===== src/rtl/usb_snes_pad_emulator.sv =====
// rtl/usb_snes_pad_emulator.sv - USB button debounce filter feeding an SNES-style serial pad port
// Buttons are accepted after STABLE_CYCLES+1 unchanged samples, then shifted out LSB first, active-low.
module usb_snes_pad_emulator #(
  parameter int STABLE_CYCLES = 16
) (
  input  logic        clk,
  input  logic        reset,
  input  logic [11:0] usb_btn,
  input  logic        pad_latch,
  input  logic        pad_clk,
  output logic        pad_data,
  output logic [11:0] btn_state
);

  localparam logic [15:0] CNT_MAX = 16'(STABLE_CYCLES - 1);

  typedef enum logic [1:0] {IDLE, LATCHED, SHIFTING} state_t;

  state_t      state_q, state_d;
  logic [11:0] cand_q, cand_d;
  logic [11:0] btn_q, btn_d;
  logic [15:0] cnt_q, cnt_d;
  logic [15:0] sr_q, sr_d;
  logic [4:0]  bcnt_q, bcnt_d;
  logic        latch_q, clk_q, pd_q;
  logic        clk_rise;

  assign clk_rise  = pad_clk && !clk_q;
  assign pad_data  = pd_q;
  assign btn_state = btn_q;

  always_comb begin
    cand_d = cand_q;
    cnt_d  = cnt_q;
    btn_d  = btn_q;
    if (usb_btn != cand_q) begin
      cand_d = usb_btn;
      cnt_d  = '0;
    end else if (cnt_q == CNT_MAX) begin
      btn_d = cand_q;
    end else begin
      cnt_d = cnt_q + 16'd1;
    end
  end

  always_comb begin
    state_d = state_q;
    sr_d    = sr_q;
    bcnt_d  = bcnt_q;
    if (pad_latch) begin
      sr_d    = {4'hF, ~btn_q};
      bcnt_d  = '0;
      state_d = LATCHED;
    end else begin
      case (state_q)
        // latch_q is always set on entry here; anything else is a stale state
        LATCHED: state_d = latch_q ? SHIFTING : IDLE;
        SHIFTING: begin
          if (clk_rise) begin
            sr_d   = {1'b1, sr_q[15:1]};
            bcnt_d = bcnt_q + 5'd1;
            if (bcnt_q == 5'd15) state_d = IDLE;
          end
        end
        IDLE: sr_d = 16'hFFFF;
        default: begin
          state_d = IDLE;
          sr_d    = 16'hFFFF;
        end
      endcase
    end
  end

  always_ff @(posedge clk) begin
    if (!reset) begin
      state_q <= IDLE;
      cand_q  <= '0;
      btn_q   <= '0;
      cnt_q   <= '0;
      sr_q    <= 16'hFFFF;
      bcnt_q  <= '0;
      latch_q <= 1'b0;
      clk_q   <= 1'b0;
      pd_q    <= 1'b1;
    end else begin
      state_q <= state_d;
      cand_q  <= cand_d;
      btn_q   <= btn_d;
      cnt_q   <= cnt_d;
      sr_q    <= sr_d;
      bcnt_q  <= bcnt_d;
      latch_q <= pad_latch;
      clk_q   <= pad_clk;
      pd_q    <= sr_q[0];
    end
  end

endmodule


===== config.mk =====
export PLATFORM = sky130hd
export DESIGN_NAME = usb_snes_pad_emulator
export DESIGN_NICKNAME = d
export VERILOG_FILES = /design/src/rtl/usb_snes_pad_emulator.sv
export SDC_FILE = /design/constraint.sdc
export NUM_CORES = 1
export LEC_CHECK = 0
export ABC_AREA = 0
export ABC_CLOCK_PERIOD_IN_PS = 4670
export BUFFER_PORTS_ARGS = -buffer_cell sky130_fd_sc_hd__buf_2
export CAP_MARGIN = 5
export CORE_UTILIZATION = 60
export DETAILED_ROUTE_END_ITERATION = 16
export PLACE_DENSITY = 0.8
export SLEW_MARGIN = 10
export SYNTH_ARGS = -nofsm -noshare
export SYNTH_HDL_FRONTEND = slang
export SYNTH_SLANG_ARGS = --single-unit

===== constraint.sdc =====
create_clock -name clk -period 4.67 [get_ports clk]
set_input_delay 0.467 -clock clk [delete_from_list [all_inputs] [get_ports clk]]
set_output_delay 0.467 -clock clk [all_outputs]
set_load 0.02 [all_outputs]

# Word-level counts from Yosys, hierarchy flattened
# Cells that the tools add are included.
dict set report totals {
  ff_bits 66
  input_bits 16
  out_inout_bits 13
  wordCells 48
}
dict set report op_classes {
  n_addsub 2
  n_eq_ne 11
  muxes 8
  n_bitwise 5
  n_reduce_logical 11
}
# operator n
set op_table {}
lappend op_table {{case mux 16 bit (2 select lines)} 1}
lappend op_table {{adder 16 x 1 -> 16 bit (second input constant)} 1}
lappend op_table {{== test 16 x 4 -> 1 bit (second input constant)} 1}
lappend op_table {{two-way mux 16 bit} 1}
lappend op_table {{two-way mux 12 bit} 1}
lappend op_table {{!= test 12 bit} 1}
lappend op_table {{NOT 12 bit} 1}
lappend op_table {{!= test 2 bit (second input constant)} 4}
lappend op_table {{AND reduction 2 bit} 4}
lappend op_table {{two-way mux 2 bit} 3}
lappend op_table {{!= test 3 bit (second input constant)} 2}
lappend op_table {{case mux 2 bit (3 select lines)} 1}
lappend op_table {{AND reduction 3 bit} 2}
lappend op_table {{adder 5 x 1 -> 5 bit (second input constant)} 1}
lappend op_table {{== test 5 x 4 -> 1 bit (second input constant)} 1}
lappend op_table {{NOT 1 bit} 4}
lappend op_table {{OR reduction 2 bit} 2}
lappend op_table {{== test 2 x 1 -> 1 bit (second input constant)} 1}
lappend op_table {{== test 2 bit (second input constant)} 1}
lappend op_table {{zero test 2 bit} 1}
lappend op_table {{logical AND 1 bit} 1}
lappend op_table {{zero test 1 bit} 1}
lappend op_table {{two-way mux 1 bit} 1}

# Logic depth before layout (Yosys ltp)
dict set report logic_depth {
  depth_word 5
  mapped_depth 6
  mapped_depth_nobuf 6
}

# Least setup slack after synthesis
# OpenSTA, ideal clock, no wires.
dict set report synth_timing {
  kind {input port to flip-flop}
  from {in reset}
  to {reg cnt_q[15]}
  setup_ns 0.070
  t_arrival_ns 1.618
  required_time_ns 4.600
  slack_ns 2.982
  path_stages 6
  path_buffers 3
  cell_sequence {clkbuf_1 -> inv_1 -> or4_1 -> clkbuf_2 -> buf_6 -> a21oi_1}
}
dict set report synth_between {
  elab_chain_len 2
}
# item line_no
set synth_lines {}
lappend synth_lines {{from (decl)} 7} ;# input logic reset,
lappend synth_lines {{NOT 1 bit (no source line)} -}
lappend synth_lines {{OR reduction 2 bit (no source line)} -}
lappend synth_lines {{to (signal assigned)} 89} ;# cnt_q <= cnt_d;
lappend synth_lines {{to (decl)} 22} ;# logic [15:0] cnt_q, cnt_d;
# Every way passes these cells.
# A chain may end at the register's enable or synchronous reset.

# Worst setup path after layout
dict set report layout_timing {
  from {reg cnt_q[0]}
  to {reg btn_q[4] (netlist: btn_state[4])}
}
dict set report layout_between {
  elab_chain_len 2
}
# item line_no
set layout_lines {}
lappend layout_lines {{== test 16 x 4 -> 1 bit} 39} ;# end else if (cnt_q == CNT_MAX) begin
lappend layout_lines {{AND reduction 2 bit (no source line)} -}
lappend layout_lines {{to (signal assigned)} 88} ;# btn_q <= btn_d;
lappend layout_lines {{to (decl)} 21} ;# logic [11:0] btn_q, btn_d;
# Every way passes these cells.

==> impl_metrics.ini <==
[detailed_routing]
drtPass1Iterations = 4
postRouteWirelength_um = 4970
avgViaCountPerCell = 5.55
drc = 0
wl_per_cell_um = 13.3
via_count = 2076
antenna_left = 0
drt_iter0_markers = 117

[timing]
setup_viol = 0
rsz0062_at_grt = false
finalCriticalPeriod_ps = 2240
worstMarginPinSlew_ps = 1000
final_hold_viol_count = 0
slew_viol_final = 0
finalCritPeriodShare_pct = 47.9
max_freq_mhz = 447
fin_skew_ps = 3.24
tns_ps = 0
maxSlewHeadroom_pct = 32.8

[cts]
cts_tree = done
cts_hold_buffers = 0
post_cts_buffers = 0
cts_resized = 0
clock_latency_ps = 330
clockBufferDepth = 2
cts_sinks = 62
h-tree-depth = 3
cts_root_buf = clkbuf_8
numCtsBuffers = 9
clkTransAtPathRegs_ps = 60

[yosys]
synth_top_family_by_area = simple AND/OR/NAND/NOR gates
ys_async_sr_fraction_pct = 0
synth_ff_type = dfxtp_1
synth.distinct_cells = 35
yosysTopAreaCell = dfxtp_1
netlist.area_leader.share_pct = 46.2
yosys_warnings = 0
synth.area.mux_share_pct = 4.84
synth_area_leaders = dfxtp_1, nand2_1, xnor2_1
syn-cell-area_mm2 = 0.00269
synth-seq-cells = 62
syn_avg_cell_area_um2 = 9.02
synth_compound_area_share_pct = 8.38
synth-adder-area-share_pct = 1.40
syn_inst = 298
synth_nets = 317
synth-seq-area-share_pct = 46.2
synth_edf_count = 0
synth_xor_area_share_pct = 7.49
synthSimpleGateAreaFrac_pct = 28.3

[worst_hold_path]
min_to = cand_q[4]
hold_path_depth = 2
min_from = usb_btn[4]
worstHoldPathType = input pin to flop

[die]
initial_core_util_pct = 64.9
die_area_mm2 = 0.00475
ios = 29
num_rows = 23
die_x_um = 68.9
core_mm2 = 0.00414
die_h_um = 68.9

[worst_setup_path]
worst-path-buf-inv = 0
reg2reg_depth = 5
worstPathCellList = ha_1 -> and4b_1 -> nand4_2 -> nor4_4 -> mux2i_1
crit_cells = 5
ff2ff_setup_slack_ps = 2430
critPathSlowestCell = nor4_4
critical_path_required_ps = 4930
crit_path_end_kind = flop
critPathKind = flop to flop
cp_max_fo = 12
critical_path.max_stage_delay_ps = 850
crit_arrival_ps = 2500
cp_top_family = simple AND/OR/NAND/NOR gates
cp-start-kind = flop
r2r_start = cnt_q[0]
r2r_end = btn_state[4]

[cells_and_area]
final_layout_size_suffix_gt1_share_pct = 14.5
layout_commonest_cell = dfxtp_1
nNetsFinal = 341
stdcell_count = 374
antennaDiodeCount = 0
synthToLayoutAreaGrowth_pct = 11.4
layout_common_cells = dfxtp_1, nand2_1, buf_2
fill_cells = 323

[placed_design]
dp_cells = 361
port_buffers = 28
dpl.hpwl_um = 3380
gp_congestion = 0.754

[pwr]
vdd_drop_max_v = 0.000261
power_density_mw_per_mm2 = 343
p_leak_nw = 1.04
p_total_mw = 1.03

[global_route]
overflow = 0
grt_max_degree = 55
grt_usage_pct = 23.6
antenna_found_initial = 0
grt_pass1_vias = 1854
grt_pass1_wl_um = 8100

[flow_run]
maxCapViolations = 0

[run_status]
status = finished, final reports clean
-- worst register-to-register path, delay by kind of cell (launching register included) --
family / cells / cell delay, ps
DFF: 1 / 380
muxes: 1 / 270
and+or+nand+nor: 3 / 1260
adders and majority gates: 1 / 250
-- state kept, by name, summed over array words and instances, names as in the netlist --
register / flops
cand_q: 12
bcnt_q: 5
btn_state: 12
sr_q: 12
latch_q: 1
clk_q: 1
state_q: 2
cnt_q: 16
pad_data: 1
-- layout make-up --
cell class	instances	area [um2]	area share, %
Timing Repair Buffer	28	140	4.68
Clock buffer	11	141	4.72
Clock inverter	2	35.0	1.17
Sequential cell	62	1240	41.4
Multi-Input combinational cell	216	1360	45.3
Inverter	5	18.8	0.627
Tap cell	50	62.6	2.09
-- Yosys cell counts (2+ instances only) --
library cell / n
xnor2_1: 20
inv_1: 5
mux2i_1: 13
nor2b_1: 2
nand2b_1: 4
and2_1: 16
and3_1: 3
nor2_1: 16
a21oi_1: 8
o31ai_1: 12
buf_1: 2
nand2_1: 47
o21ai_0: 16
or4_1: 5
buf_6: 2
nand4_1: 11
nor3_1: 14
nand3_1: 7
ha_1: 3
xor2_1: 3
nor4_4: 3
nor4_1: 3
clkbuf_1: 10
dfxtp_1: 62
-- where the power goes --
part | internal (mW) | leakage [nW] | switching (mW)
clock network | 0.251 | 0.0911 | 0.188
registers | 0.536 | 0.504 | 0.00426
logic | 0.0185 | 0.447 | 0.0279
-- cell families after synthesis --
logic type / Yosys count
AND/OR/NAND/NOR: 139
flip-flops: 62
AO/OA/AOI/OAI: 38
XOR/XNOR: 23
buffers and inverters: 20
multiplexers: 13
adder cells (fa/ha/maj): 3
-- worst max-delay path by stage --
stage | slack, ps | start | endpoint
5_1_grt | 2290 | cnt_q[0] | btn_state[11]
4_1_cts | 2430 | cnt_q[0] | btn_state[4]
6_report | 2430 | cnt_q[0] | btn_state[4]
3_3_place_gp | 2360 | reset | cnt_q[2]
3_5_place_dp | 2330 | reset | cnt_q[2]
2_1_floorplan | 2980 | reset | cnt_q[15]
-- through the flow --
stage          setup WS [ps]  cell area, um2  hold WS [ps]  utilization (%)
6_report                2430            3000           361             72.3
5_1_grt                 2290            3000           361             72.3
4_1_cts                 2430            3000           350             72.3
3_5_place_dp            2330            2820           428             68.0
3_3_place_gp            2360            2820           427             68.0
2_1_floorplan           2980            2690           412                -
-- routing by layer --
layer | vias to the layer above | global-route usage [%] | share of wire (%)
li1 | 1076 | - | -
met5 | - | 0 | 0
met3 | 7 | 7.07 | 3.5
met2 | 34 | 38.7 | 47
met1 | 959 | 28.8 | 48
met4 | 0 | 9.18 | 1.4
Note: power is estimated with default switching activity, not from simulation.
